**config.mk**
```make
export PLATFORM = sky130hd
export DESIGN_NAME = usr_shift_sequencer
export DESIGN_NICKNAME = d
export VERILOG_FILES = /design/src/rtl/usr_pkg.sv /design/src/rtl/usr_word_fifo.sv /design/src/rtl/usr_shift_sequencer.sv
export SDC_FILE = /design/constraint.sdc
export NUM_CORES = 1
export LEC_CHECK = 0
export BUFFER_PORTS_ARGS = -buffer_cell sky130_fd_sc_hd__buf_2
export CORE_MARGIN = 4
export CORE_UTILIZATION = 50
export DETAILED_ROUTE_END_ITERATION = 10
export PLACE_DENSITY = 0.81
export SYNTH_ARGS = -nofsm -noshare
export SYNTH_HDL_FRONTEND = slang
export SYNTH_HIERARCHICAL = 1
export SYNTH_SLANG_ARGS = --single-unit
```
**constraint.sdc**
```tcl
create_clock -name clock -period 2.48 [get_ports clock]
set_clock_uncertainty 0.1 [all_clocks]
set_input_delay 0.248 -clock clock [delete_from_list [all_inputs] [get_ports clock]]
set_output_delay 0.248 -clock clock [all_outputs]
set_load 0.02 [all_outputs]
```
**src/rtl/usr_pkg.sv**
```systemverilog
// Shared mode encodings and sequencer state type for the shift-register controller.
package usr_pkg;
  localparam logic [1:0] MODE_HOLD = 2'b00;
  localparam logic [1:0] MODE_SHR  = 2'b01;
  localparam logic [1:0] MODE_SHL  = 2'b10;
  localparam logic [1:0] MODE_LOAD = 2'b11;

  typedef enum logic {IDLE, SHIFT} seq_state_t;
endpackage

```
**src/rtl/usr_word_fifo.sv**
```systemverilog
// Synchronous show-ahead word FIFO; the head entry is readable whenever empty is low.
module usr_word_fifo #(
  parameter int DW    = 5,
  parameter int DEPTH = 4
) (
  input  logic                       clock,
  input  logic                       reset,
  input  logic                       push,
  input  logic [DW-1:0]              wr_data,
  input  logic                       pop,
  output logic [DW-1:0]              rd_data,
  output logic                       full,
  output logic                       empty,
  output logic [$clog2(DEPTH):0]     count
);
  localparam int AW = $clog2(DEPTH);
  localparam int CW = AW + 1;

  logic [DW-1:0] mem_q [DEPTH];
  logic [AW-1:0] wr_ptr_q, wr_ptr_d;
  logic [AW-1:0] rd_ptr_q, rd_ptr_d;
  logic [CW-1:0] count_q, count_d;
  logic          full_q, full_d;
  logic          empty_q, empty_d;
  logic          push_ok, pop_ok;

  // Full blocks a push even when a pop happens in the same cycle (no bypass).
  assign push_ok = push && !full_q;
  assign pop_ok  = pop && !empty_q;

  always_comb begin
    wr_ptr_d = wr_ptr_q;
    rd_ptr_d = rd_ptr_q;
    if (push_ok) wr_ptr_d = wr_ptr_q + AW'(1);
    if (pop_ok)  rd_ptr_d = rd_ptr_q + AW'(1);
    count_d = count_q + CW'(push_ok) - CW'(pop_ok);
    full_d  = (count_d == CW'(DEPTH));
    empty_d = (count_d == '0);
  end

  always_ff @(posedge clock) begin
    if (reset) begin
      wr_ptr_q <= '0;
      rd_ptr_q <= '0;
      count_q  <= '0;
      full_q   <= 1'b0;
      empty_q  <= 1'b1;
    end else begin
      wr_ptr_q <= wr_ptr_d;
      rd_ptr_q <= rd_ptr_d;
      count_q  <= count_d;
      full_q   <= full_d;
      empty_q  <= empty_d;
    end
  end

  always_ff @(posedge clock) begin
    if (push_ok) mem_q[wr_ptr_q] <= wr_data;
  end

  assign rd_data = mem_q[rd_ptr_q];
  assign full    = full_q;
  assign empty   = empty_q;
  assign count   = count_q;
endmodule

```
**src/rtl/usr_shift_sequencer.sv**
```systemverilog
// Feeds a universal shift register: one LOAD per buffered word followed by WIDTH-1 shifts,
// and flags each fresh exit bit in step with the register's DataOut.
module usr_shift_sequencer
  import usr_pkg::*;
#(
  parameter int   WIDTH      = 4,
  parameter int   FIFO_DEPTH = 4,
  parameter logic FILL       = 1'b0
) (
  input  logic                          clock,
  input  logic                          reset,
  input  logic                          in_valid,
  output logic                          in_ready,
  input  logic [WIDTH-1:0]              in_data,
  input  logic                          in_dir,
  input  logic                          stall,
  output logic [1:0]                    usr_mode,
  output logic [WIDTH-1:0]              usr_data_in,
  output logic                          ser_valid,
  output logic                          ser_last,
  output logic                          ser_sel,
  output logic [$clog2(FIFO_DEPTH):0]   fifo_count
);
  localparam int              CNT_W    = $clog2(WIDTH);
  localparam logic [CNT_W-1:0] CNT_LAST = CNT_W'(WIDTH - 1);
  localparam logic [CNT_W-1:0] CNT_PEN  = CNT_W'(WIDTH - 2);

  logic             fifo_full, fifo_empty, fifo_push, fifo_pop;
  logic [WIDTH:0]   fifo_head;

  seq_state_t       state_q, state_d;
  logic [CNT_W-1:0] cnt_q, cnt_d;
  logic             dir_q, dir_d;
  logic             ser_valid_q, ser_valid_d;
  logic             ser_last_q, ser_last_d;
  logic             ser_sel_q, ser_sel_d;
  logic [1:0]       mode_d;
  logic [WIDTH-1:0] data_d;
  logic             load_slot;

  assign in_ready  = !fifo_full && !reset;
  assign fifo_push = in_valid && in_ready;

  usr_word_fifo #(
    .DW    (WIDTH + 1),
    .DEPTH (FIFO_DEPTH)
  ) u_fifo (
    .clock   (clock),
    .reset   (reset),
    .push    (fifo_push),
    .wr_data ({in_dir, in_data}),
    .pop     (fifo_pop),
    .rd_data (fifo_head),
    .full    (fifo_full),
    .empty   (fifo_empty),
    .count   (fifo_count)
  );

  assign load_slot = (state_q == IDLE) || (cnt_q == CNT_LAST);

  // Issue decode looks only at stall, the registered empty flag and local state.
  always_comb begin
    mode_d      = MODE_HOLD;
    data_d      = '0;
    fifo_pop    = 1'b0;
    state_d     = state_q;
    cnt_d       = cnt_q;
    dir_d       = dir_q;
    ser_valid_d = 1'b0;
    ser_last_d  = 1'b0;
    if (!reset) begin
      if (load_slot && !fifo_empty && !stall) begin
        mode_d      = MODE_LOAD;
        data_d      = fifo_head[WIDTH-1:0];
        fifo_pop    = 1'b1;
        dir_d       = fifo_head[WIDTH];
        cnt_d       = '0;
        state_d     = SHIFT;
        ser_valid_d = 1'b1;
      end else if (load_slot) begin
        if (state_q == SHIFT && !stall) state_d = IDLE;
      end else if (!stall) begin
        mode_d      = dir_q ? MODE_SHL : MODE_SHR;
        data_d      = {{(WIDTH-1){1'b0}}, FILL};
        cnt_d       = cnt_q + CNT_W'(1);
        ser_valid_d = 1'b1;
        ser_last_d  = (cnt_q == CNT_PEN);
      end
    end
    ser_sel_d = dir_d;
  end

  always_ff @(posedge clock) begin
    if (reset) begin
      state_q     <= IDLE;
      cnt_q       <= '0;
      dir_q       <= 1'b0;
      ser_valid_q <= 1'b0;
      ser_last_q  <= 1'b0;
      ser_sel_q   <= 1'b0;
    end else begin
      state_q     <= state_d;
      cnt_q       <= cnt_d;
      dir_q       <= dir_d;
      ser_valid_q <= ser_valid_d;
      ser_last_q  <= ser_last_d;
      ser_sel_q   <= ser_sel_d;
    end
  end

  assign usr_mode    = mode_d;
  assign usr_data_in = data_d;
  assign ser_valid   = ser_valid_q;
  assign ser_last    = ser_last_q;
  assign ser_sel     = ser_sel_q;
endmodule

```
==> flow_summary.ini, run 1 <==
[yosys]
yosysWarnings = 6
synthCells = 112
syn-mean-instance-area_um2 = 13.9
syn-num-nets = 130
ys_types = 30
synth-main-ff-cell = edfxtp_1
synthArstFlopShare = 0
ys_seq_area_frac = 0.605
netlist_area_um2 = 1550
ys_ff_latch = 37
synth_edf_count = 20

[floorplanning]
rows = 19
core_um2 = 2850
die_x_um = 63.8
design.die.area_um2 = 4060
die_y_um = 63.8
ios = 22
initial_core_util = 0.545

[sta]
rsz0062_at_grt = true
setup_slack_ps = -14.9
tightest_slew_ps = 362
setup_violations = 1
fmaxAchievable_mhz = 401
maxSlewViolCount = 0
holdWs_ps = 20.4
fin_setup_tns_ps = -14.9
hold_viol = 0
relSlewSlack = 0.757
period_needed_ps = 2490
finalCritPeriodShare = 1.01

[detailed_routing]
drt-wirelength-per-cell_um = 15.5
drt_wl_total_um = 2800
drt.antenna.violating_nets = 0
num_vias = 947
vias_per_cell = 5.23
route.detailed.drc = 0
drt_iter0_markers = 13
dr.pass1.iters = 4

[critical_path]
crit_family = adder cells
critPathMaxStageDelay_ps = 370
r2r-end = u_fifo/full$_SDFF_PP0_
cp.arrival_ps = 2640
crit_top_cell = ha_4
crit_slowest_cell = dfxtp_2
crit_required_ps = 2630
r2r_cells = 12
worst-path-stages = 12
worstPathMaxFanout = 3
regToRegSetupSlack_ps = -10
cp-end-kind = flop
start_kind = flop
cp_cell_sequence = ha_4, nand2b_4, and3b_1, nor2b_4, ha_4, inv_4, ha_4, inv_2, fa_2, xor2_2, xnor2_2, nor4b_2
crit_end = u_fifo/full$_SDFF_PP0_
reg2reg_from = cnt_q[0]$_SDFFE_PP0P_
crit_start = cnt_q[0]$_SDFFE_PP0P_
path_buf_inv = 2
worstSetupPathType = flop to flop

[power]
power_density_nw_per_um2 = 757
p_leak_nw = 0.758
ir_worst_vdd_mv = 0.511

[clocking]
cts_buffers = 5
htree_levels = 2
cts_hold_buf = 0
ctsRootBufferMaster = clkbuf_4
cts_tree = done
cts_sinks = 37
clk_latency_ps = 340
clk_pin_slew_ps = 110
clockBufferDepth = 2

[placed_design]
gp_congestion = 0.717
dp_cells = 170
place_ws_ps = -102
dpl.hpwl_um = 2010
io_buffers = 21

[finish]
drive_gt1_frac = 0.393
fin_util = 0.662
finalNetCount = 167
syn_to_final_growth_pct = 21.6
final_cells = 181
antennaDiodeCount = 0

[global_route]
grtUsageTotal = 0.166
grt_pass1_wl_um = 4960
antenna_found_initial = 0
grt_max_degree = 11
first_global_vias = 1057
overflow = 0

[min_path]
hold_class = input port to flop

[outcome]
violations = negative setup slack
status = finished, violations left

[flow_run]
cap_violations = 0
## kinds of logic after synthesis
logic type	after synthesis	share of synthesized area
DFF	37	0.605
AOI/OAI and AO/OA	10	0.0427
and+or+nand+nor	33	0.129
adders and majority gates	9	0.0773
buffers and inverters	12	0.0386
xor gates and xnor gates	5	0.0282
muxes	6	0.0789
## worst min-delay path by stage
stage | startpoint | to | slack (ps) | cells after the start
after floorplan | reset | ser_sel$_SDFFE_PP0P_ | 220 | 1
after global placement | in_data[2] | u_fifo/mem_q[3][2]$_DFFE_PP_ | 360 | 1
after detailed placement | in_data[2] | u_fifo/mem_q[2][2]$_DFFE_PP_ | 370 | 1
after CTS | in_data[2] | u_fifo/mem_q[3][2]$_DFFE_PP_ | 10 | 1
after global routing | in_data[1] | u_fifo/mem_q[3][1]$_DFFE_PP_ | 0.8 | 1
final | in_data[2] | u_fifo/mem_q[3][2]$_DFFE_PP_ | 20 | 1
## flip-flops by register name, indices dropped and copies added, names as in the netlist, named ones only
name and cells:
ser_valid 1, ser_sel 1, ser_last 1, u_fifo/mem_q 20
u_fifo/count 3, u_fifo/rd_ptr_q 2, u_fifo/empty 1, state_q 1
u_fifo/wr_ptr_q 2, u_fifo/full 1, cnt_q 2
## through the flow
step	cell area (µm²)	power [mW]
final	1890	1.43
after global routing	1890	1.52
after CTS	1880	1.43
after detailed placement	1760	1.11
after global placement	1760	1.08
after floorplan	1580	0.984
## placed cells by master (no fill, tap or decap), drive strengths merged
master	Yosys	final
buf	2	34
edfxtp	20	20
dfxtp	17	17
nor2	11	11
and2	10	10
inv	8	8
ha	8	8
clkbuf	2	8
mux4	5	5
a21o	3	3
a21oi	3	3
nand2b	3	3
xnor2	3	3
nor2b	2	2
xor2	2	2
and3b	1	1
nor3	1	1
nand3	1	1
o21a	1	1
a211oi	1	1
or4	1	1
o21ai	1	1
or2	1	1
nand3b	1	1
mux2i	1	1
nor4b	1	1
a31o	1	1
fa	1	1
## worst register-to-register path: stages, from the launching register on
cell	delay, ps
dfxtp_2	370
ha_4	130
nand2b_4	110
and3b_1	170
nor2b_4	180
ha_4	220
inv_4	50
ha_4	110
inv_2	30
fa_2	340
xor2_2	170
xnor2_2	160
nor4b_2	260
## synthesized netlist by cell type (2+ instances only)
library cell | n | area share
a21o_1 | 3 | 0.014
a21oi_1 | 3 | 0.0097
and2_1 | 10 | 0.040
buf_6 | 2 | 0.014
clkbuf_1 | 2 | 0.0048
dfxtp_1 | 17 | 0.22
edfxtp_1 | 20 | 0.39
ha_1 | 8 | 0.064
inv_1 | 8 | 0.019
mux4_2 | 5 | 0.072
nand2b_1 | 2 | 0.0081
nor2_1 | 10 | 0.024
nor2b_1 | 2 | 0.0081
xnor2_1 | 3 | 0.017
xor2_1 | 2 | 0.011
## cell type report
cell class                      instances  area [µm²]
Fill cell                             213         963
Timing Repair Buffer                   34         203
Inverter                                8        32.5
Clock buffer                            8        48.8
Multi-Input combinational cell         63         623
Tap cell                               31        38.8
Sequential cell                        37         943
## power by group
group / switching, mW / internal [mW] / leakage (nW)
combinational: 0.197 / 0.181 / 0.411
sequential: 0.0473 / 0.709 / 0.321
clock: 0.183 / 0.113 / 0.0265
## metal layers
| metal | up-vias | GRT usage | wire length, µm |
|---|---|---|---|
| met1 | 459 | 0.168 | 1060 |
| met3 | 5 | 0.0595 | 149 |
| met4 | 0 | 0.0889 | 72 |
| li1 | 461 | - | - |
| met5 | - | 0 | 0 |
| met2 | 22 | 0.297 | 1520 |
## repair_timing
item / in CTS / in global routing
pin swaps: 5 / 1
resized for setup: 9 / 1
setup buffers: 2 / 1
setup endpoints to repair: 3 / 3
No activity file was read; power rests on OpenSTA's default activity.
==> run 2: changes to the inputs <==
- CORE_ASPECT_RATIO: default -> 0.7
==> run 2 against run 1 <==
Net effect:
- the flow now finishes without violations
- largest power group unchanged
- register-to-register slack improved by 30 ps
- non-clock buffer count rose by 3
- maximum frequency is 1.0% higher
- highest routed layer unchanged
==> flow_summary.ini, run 2 (same netlist as run 1, synthesis figures left out) <==
[outcome]
status = completed

[finish]
layout_commonest_cell = buf_2
fillers = 212
regMostFlops = u_fifo/mem_q
final_cell_mix = buf_2, edfxtp_1, buf_4, dfxtp_1, and2_1
finalNetCount = 170
antennaDiodeCount = 0
largest_reg_flops = 20
drive_gt1_frac = 0.418
syn_to_final_growth_pct = 25.4
final_cells = 189

[flow_run]
cap_violations = 0

[clocking]
cts_hold_buf = 0
clk_latency_ps = 280
ctsRootBufferMaster = clkbuf_8
clk_pin_slew_ps = 70
clockBufferDepth = 2
cts_buffers = 5
cts_sinks = 37
htree_levels = 2
cts_tree = done

[floorplanning]
design.die.area_um2 = 4080
ios = 22
initial_core_util = 0.539
rows = 16
core_um2 = 2880
die_y_um = 54.6
die_x_um = 74.6

[placed_design]
dpl.hpwl_um = 1910
dp_cells = 175
gp_congestion = 0.735
io_buffers = 21

[sta]
rsz0062_at_grt = true
relSlewSlack = 0.738
tightest_slew_ps = 390
hold_viol = 0
period_needed_ps = 2470
finalCritPeriodShare = 0.996
holdWs_ps = 75.8
fmaxAchievable_mhz = 405
setup_violations = 0
maxSlewViolCount = 0

[global_route]
grt_max_degree = 12
first_global_vias = 1004
grtUsageTotal = 0.160
overflow = 0
antenna_found_initial = 0
grt_pass1_wl_um = 4510

[detailed_routing]
drt_iter0_markers = 50
drt-wirelength-per-cell_um = 14.0
drt_wl_total_um = 2650
num_vias = 963
drt.antenna.violating_nets = 0
vias_per_cell = 5.10
dr.pass1.iters = 4
route.detailed.drc = 0

[critical_path]
crit_required_ps = 2560
worstPathMaxFanout = 3
worstSetupPathType = flop to flop
start_kind = flop
cp.arrival_ps = 2550
cp-end-kind = flop

[power]
power_density_nw_per_um2 = 782
ir_worst_vdd_mv = 0.475
p_leak_nw = 0.789

[min_path]
hold_class = input port to flop
run 2: changes by cell type in the layout (fill, tap and decap cells not counted), sizes merged:
| cell | delta |
|---|---|
| clkinv | +3 |
| buf | +3 |
| clkbuf | -3 |
run 2: power breakdown:
part	internal, mW	switching, mW	total, mW
Combinational	0.189	0.194	0.383
Clock	0.189	0.194	0.383
Sequential	0.710	0.0475	0.757
run 2: layout make-up:
type | instances | area [µm²] | area share
sequential | 37 | 943 | 0.484
inverter | 8 | 30.0 | 0.0154
clock buffer | 5 | 68.8 | 0.0353
tap | 36 | 45.0 | 0.0231
multi-input combinational | 63 | 624 | 0.320
clock inverter | 3 | 12.5 | 0.00642
timing repair buffer | 37 | 225 | 0.116
run 2: timing repair:
action                     in CTS  in global routing
setup buffers                   3                  3
pin swaps                       4                  0
resized for setup               4                  6
setup endpoints to repair       3                  3
run 2: through the flow:
| stage | power (mW) | instance area (µm²) | setup slack (ps) | TNS, ps | util |
|---|---|---|---|---|---|
| final | 1.52 | 1950 | 10.5 | 0 | 0.676 |
| after global routing | 1.62 | 1950 | -73.7 | -141 | 0.676 |
| after CTS | 1.50 | 1900 | 2.05 | 0 | 0.659 |
| after detailed placement | 1.10 | 1770 | -87.9 | -203 | 0.614 |
| after global placement | 1.08 | 1770 | 12.6 | 0 | 0.614 |
| after floorplan | 0.984 | 1580 | -118 | -305 | - |
run 2: path summary, 6_finish.rpt:
| check | from | cells past startpoint | endpoint | slack, ps |
|---|---|---|---|---|
| setup / recovery | cnt_q[1]$_SDFFE_PP0P_ | 12 | u_fifo/empty$_SDFF_PP1_ | 10 |
| hold / removal | in_data[1] | 1 | u_fifo/mem_q[3][1]$_DFFE_PP_ | 80 |
| setup reg to reg | cnt_q[1]$_SDFFE_PP0P_ | 12 | u_fifo/empty$_SDFF_PP1_ | 10 |
| hold reg to reg | state_q$_SDFFE_PP0P_ | 2 | state_q$_SDFFE_PP0P_ | 450 |
run 2: worst max-delay path, cell delays in order, from the launching register on:
cell and delay, ps:
dfxtp_2 340, ha_4 150, nand2b_4 130, and3b_2 210, nor2b_4 140, ha_4 210
inv_2 60, ha_4 110, inv_2 30, fa_2 340, xor2_2 170, xnor2_2 160
a31o_1 220
run 2: metal layers:
layer	track usage	share of wire	up-vias
met5	0	0	-
met4	0.0976	0.021	0
met3	0.0495	0.072	6
met2	0.268	0.48	30
met1	0.181	0.43	458
li1	-	-	469
==> run 3: changes to the inputs <==
- ABC_AREA: default -> 0
- PLACE_DENSITY: 0.81 -> default
- PLACE_DENSITY_LB_ADDON: default -> 0.05
- REMOVE_ABC_BUFFERS: default -> 1
==> run 3 against run 2 <==
Net effect:
- cell area shrank 2.4%
- clock-buffer cell count grew 3
- wire length shrank 5.1%
- critical path type unchanged
- critical endpoint unchanged
- largest power group unchanged
==> flow_summary.ini, run 3 (same netlist as run 1, synthesis figures left out) <==
[outcome]
status = completed

[clocking]
htree_levels = 2
cts_sinks = 37
clk_pin_slew_ps = 70
cts_setup_buffers = 0
cts_buffers = 5
cts_tree = done
clockBufferDepth = 2
clk_latency_ps = 280
ctsRootBufferMaster = clkbuf_8

[sta]
maxSlewViolCount = 0
fmaxAchievable_mhz = 405
rsz0062_at_grt = true
tightest_slew_ps = 379
hold_viol = 0
setup_slack_ps = 11.5
period_needed_ps = 2470
relSlewSlack = 0.745
setup_violations = 0
finalCritPeriodShare = 0.995

[critical_path]
r2r_cells = 12
critPathMaxStageDelay_ps = 360
crit_top_cell = ha_4
cp-end-kind = flop
crit_slowest_cell = fa_2
worstSetupPathType = flop to flop
cp.arrival_ps = 2540
worstPathMaxFanout = 3
cp_cell_sequence = ha_4, nand2b_4, and3b_1, nor2b_4, ha_4, inv_2, ha_4, inv_2, fa_2, xor2_2, xnor2_2, a31o_1
crit_required_ps = 2550
start_kind = flop

[detailed_routing]
vias_per_cell = 4.93
top_layer = met4
wl_met3_um = 120
route.detailed.drc = 0
drt.antenna.violating_nets = 0
wl_met1_um = 1250
dr.pass1.iters = 4
drt-wirelength-per-cell_um = 13.7
drt_iter0_markers = 40
num_vias = 908
drt_wl_total_um = 2520
dr_wl_met2_um = 1120

[floorplanning]
ios = 22
rows = 16
initial_core_util = 0.539
core_um2 = 2880
die_y_um = 54.6
die_x_um = 74.6
design.die.area_um2 = 4080

[finish]
finalNetCount = 165
multi_input_area_um2 = 616
syn_to_final_growth_pct = 22.4
layout_commonest_cell = buf_2
final_cell_mix = buf_2, edfxtp_1, dfxtp_1, buf_4
seq_area_um2 = 943
largest_reg_flops = 20
antennaDiodeCount = 0
regMostFlops = u_fifo/mem_q
fillers = 219
drive_gt1_frac = 0.378
final_cells = 184

[placed_design]
gp_congestion = 0.709
place_ws_ps = -95.2
io_buffers = 21
dpl.hpwl_um = 1870
dp_cells = 176

[global_route]
first_global_vias = 923
antenna_found_initial = 0
grt_pass1_wl_um = 4170
grtUsageTotal = 0.146
grt_max_degree = 12
overflow = 0

[min_path]
hold_depth = 1
hold_class = input port to flop

[power]
ir_worst_vdd_mv = 0.434
power_density_nw_per_um2 = 788
p_leak_nw = 0.759
total_power_mw = 1.50

[flow_run]
cap_violations = 0
run 3: power breakdown:
group	internal, mW	leakage, nW	switching [mW]
Sequential	0.710	0.321	0.0422
Combinational	0.174	0.399	0.187
Clock	0.199	0.0395	0.186
run 3: worst max-delay path, delay by kind of cell (launching register included):
| kind | cells | cell delay, ps |
|---|---|---|
| compound gates | 1 | 210 |
| xor+xnor | 2 | 330 |
| fa+ha+maj | 4 | 820 |
| buf+inv | 2 | 90 |
| flops | 1 | 350 |
| simple gates | 3 | 460 |
run 3: routing by layer:
metal / vias to the layer above / global-route usage
met5: - / 0
met4: 0 / 0.0621
met3: 5 / 0.0514
met2: 17 / 0.220
met1: 429 / 0.192
li1: 457 / -
run 3: area by class of cell:
cell class | instances | area share
clock buffer | 8 | 0.0421
inverter | 8 | 0.0158
multi-input combinational | 63 | 0.324
sequential | 37 | 0.496
tap | 36 | 0.0237
timing repair buffer | 32 | 0.0987
run 3: final timing paths:
path	end	start	slack, ps
max	u_fifo/empty$_SDFF_PP1_	cnt_q[1]$_SDFFE_PP0P_	10
min	u_fifo/mem_q[3][2]$_DFFE_PP_	in_data[2]	90
max reg2reg	u_fifo/empty$_SDFF_PP1_	cnt_q[1]$_SDFFE_PP0P_	10
min reg2reg	u_fifo/rd_ptr_q[1]$_SDFFE_PP0P_	u_fifo/rd_ptr_q[1]$_SDFFE_PP0P_	430
run 3: what timing repair did:
action,CTS,global route
pin swaps,3,5
cloned,0,0
hold buffers,0,0
endpoints found under the setup margin,3,3
resized for setup,5,9
run 3: per-stage QoR:
step | utilization | cell area, µm² | hold WS (ps) | setup TNS, ps
after CTS | 0.642 | 1850 | 79.8 | -77.7
final | 0.660 | 1900 | 86.1 | 0
after detailed placement | 0.609 | 1760 | 370 | -178
after global routing | 0.660 | 1900 | 78.2 | -230
after global placement | 0.609 | 1760 | 364 | -112
after floorplan | - | 1520 | 215 | -767
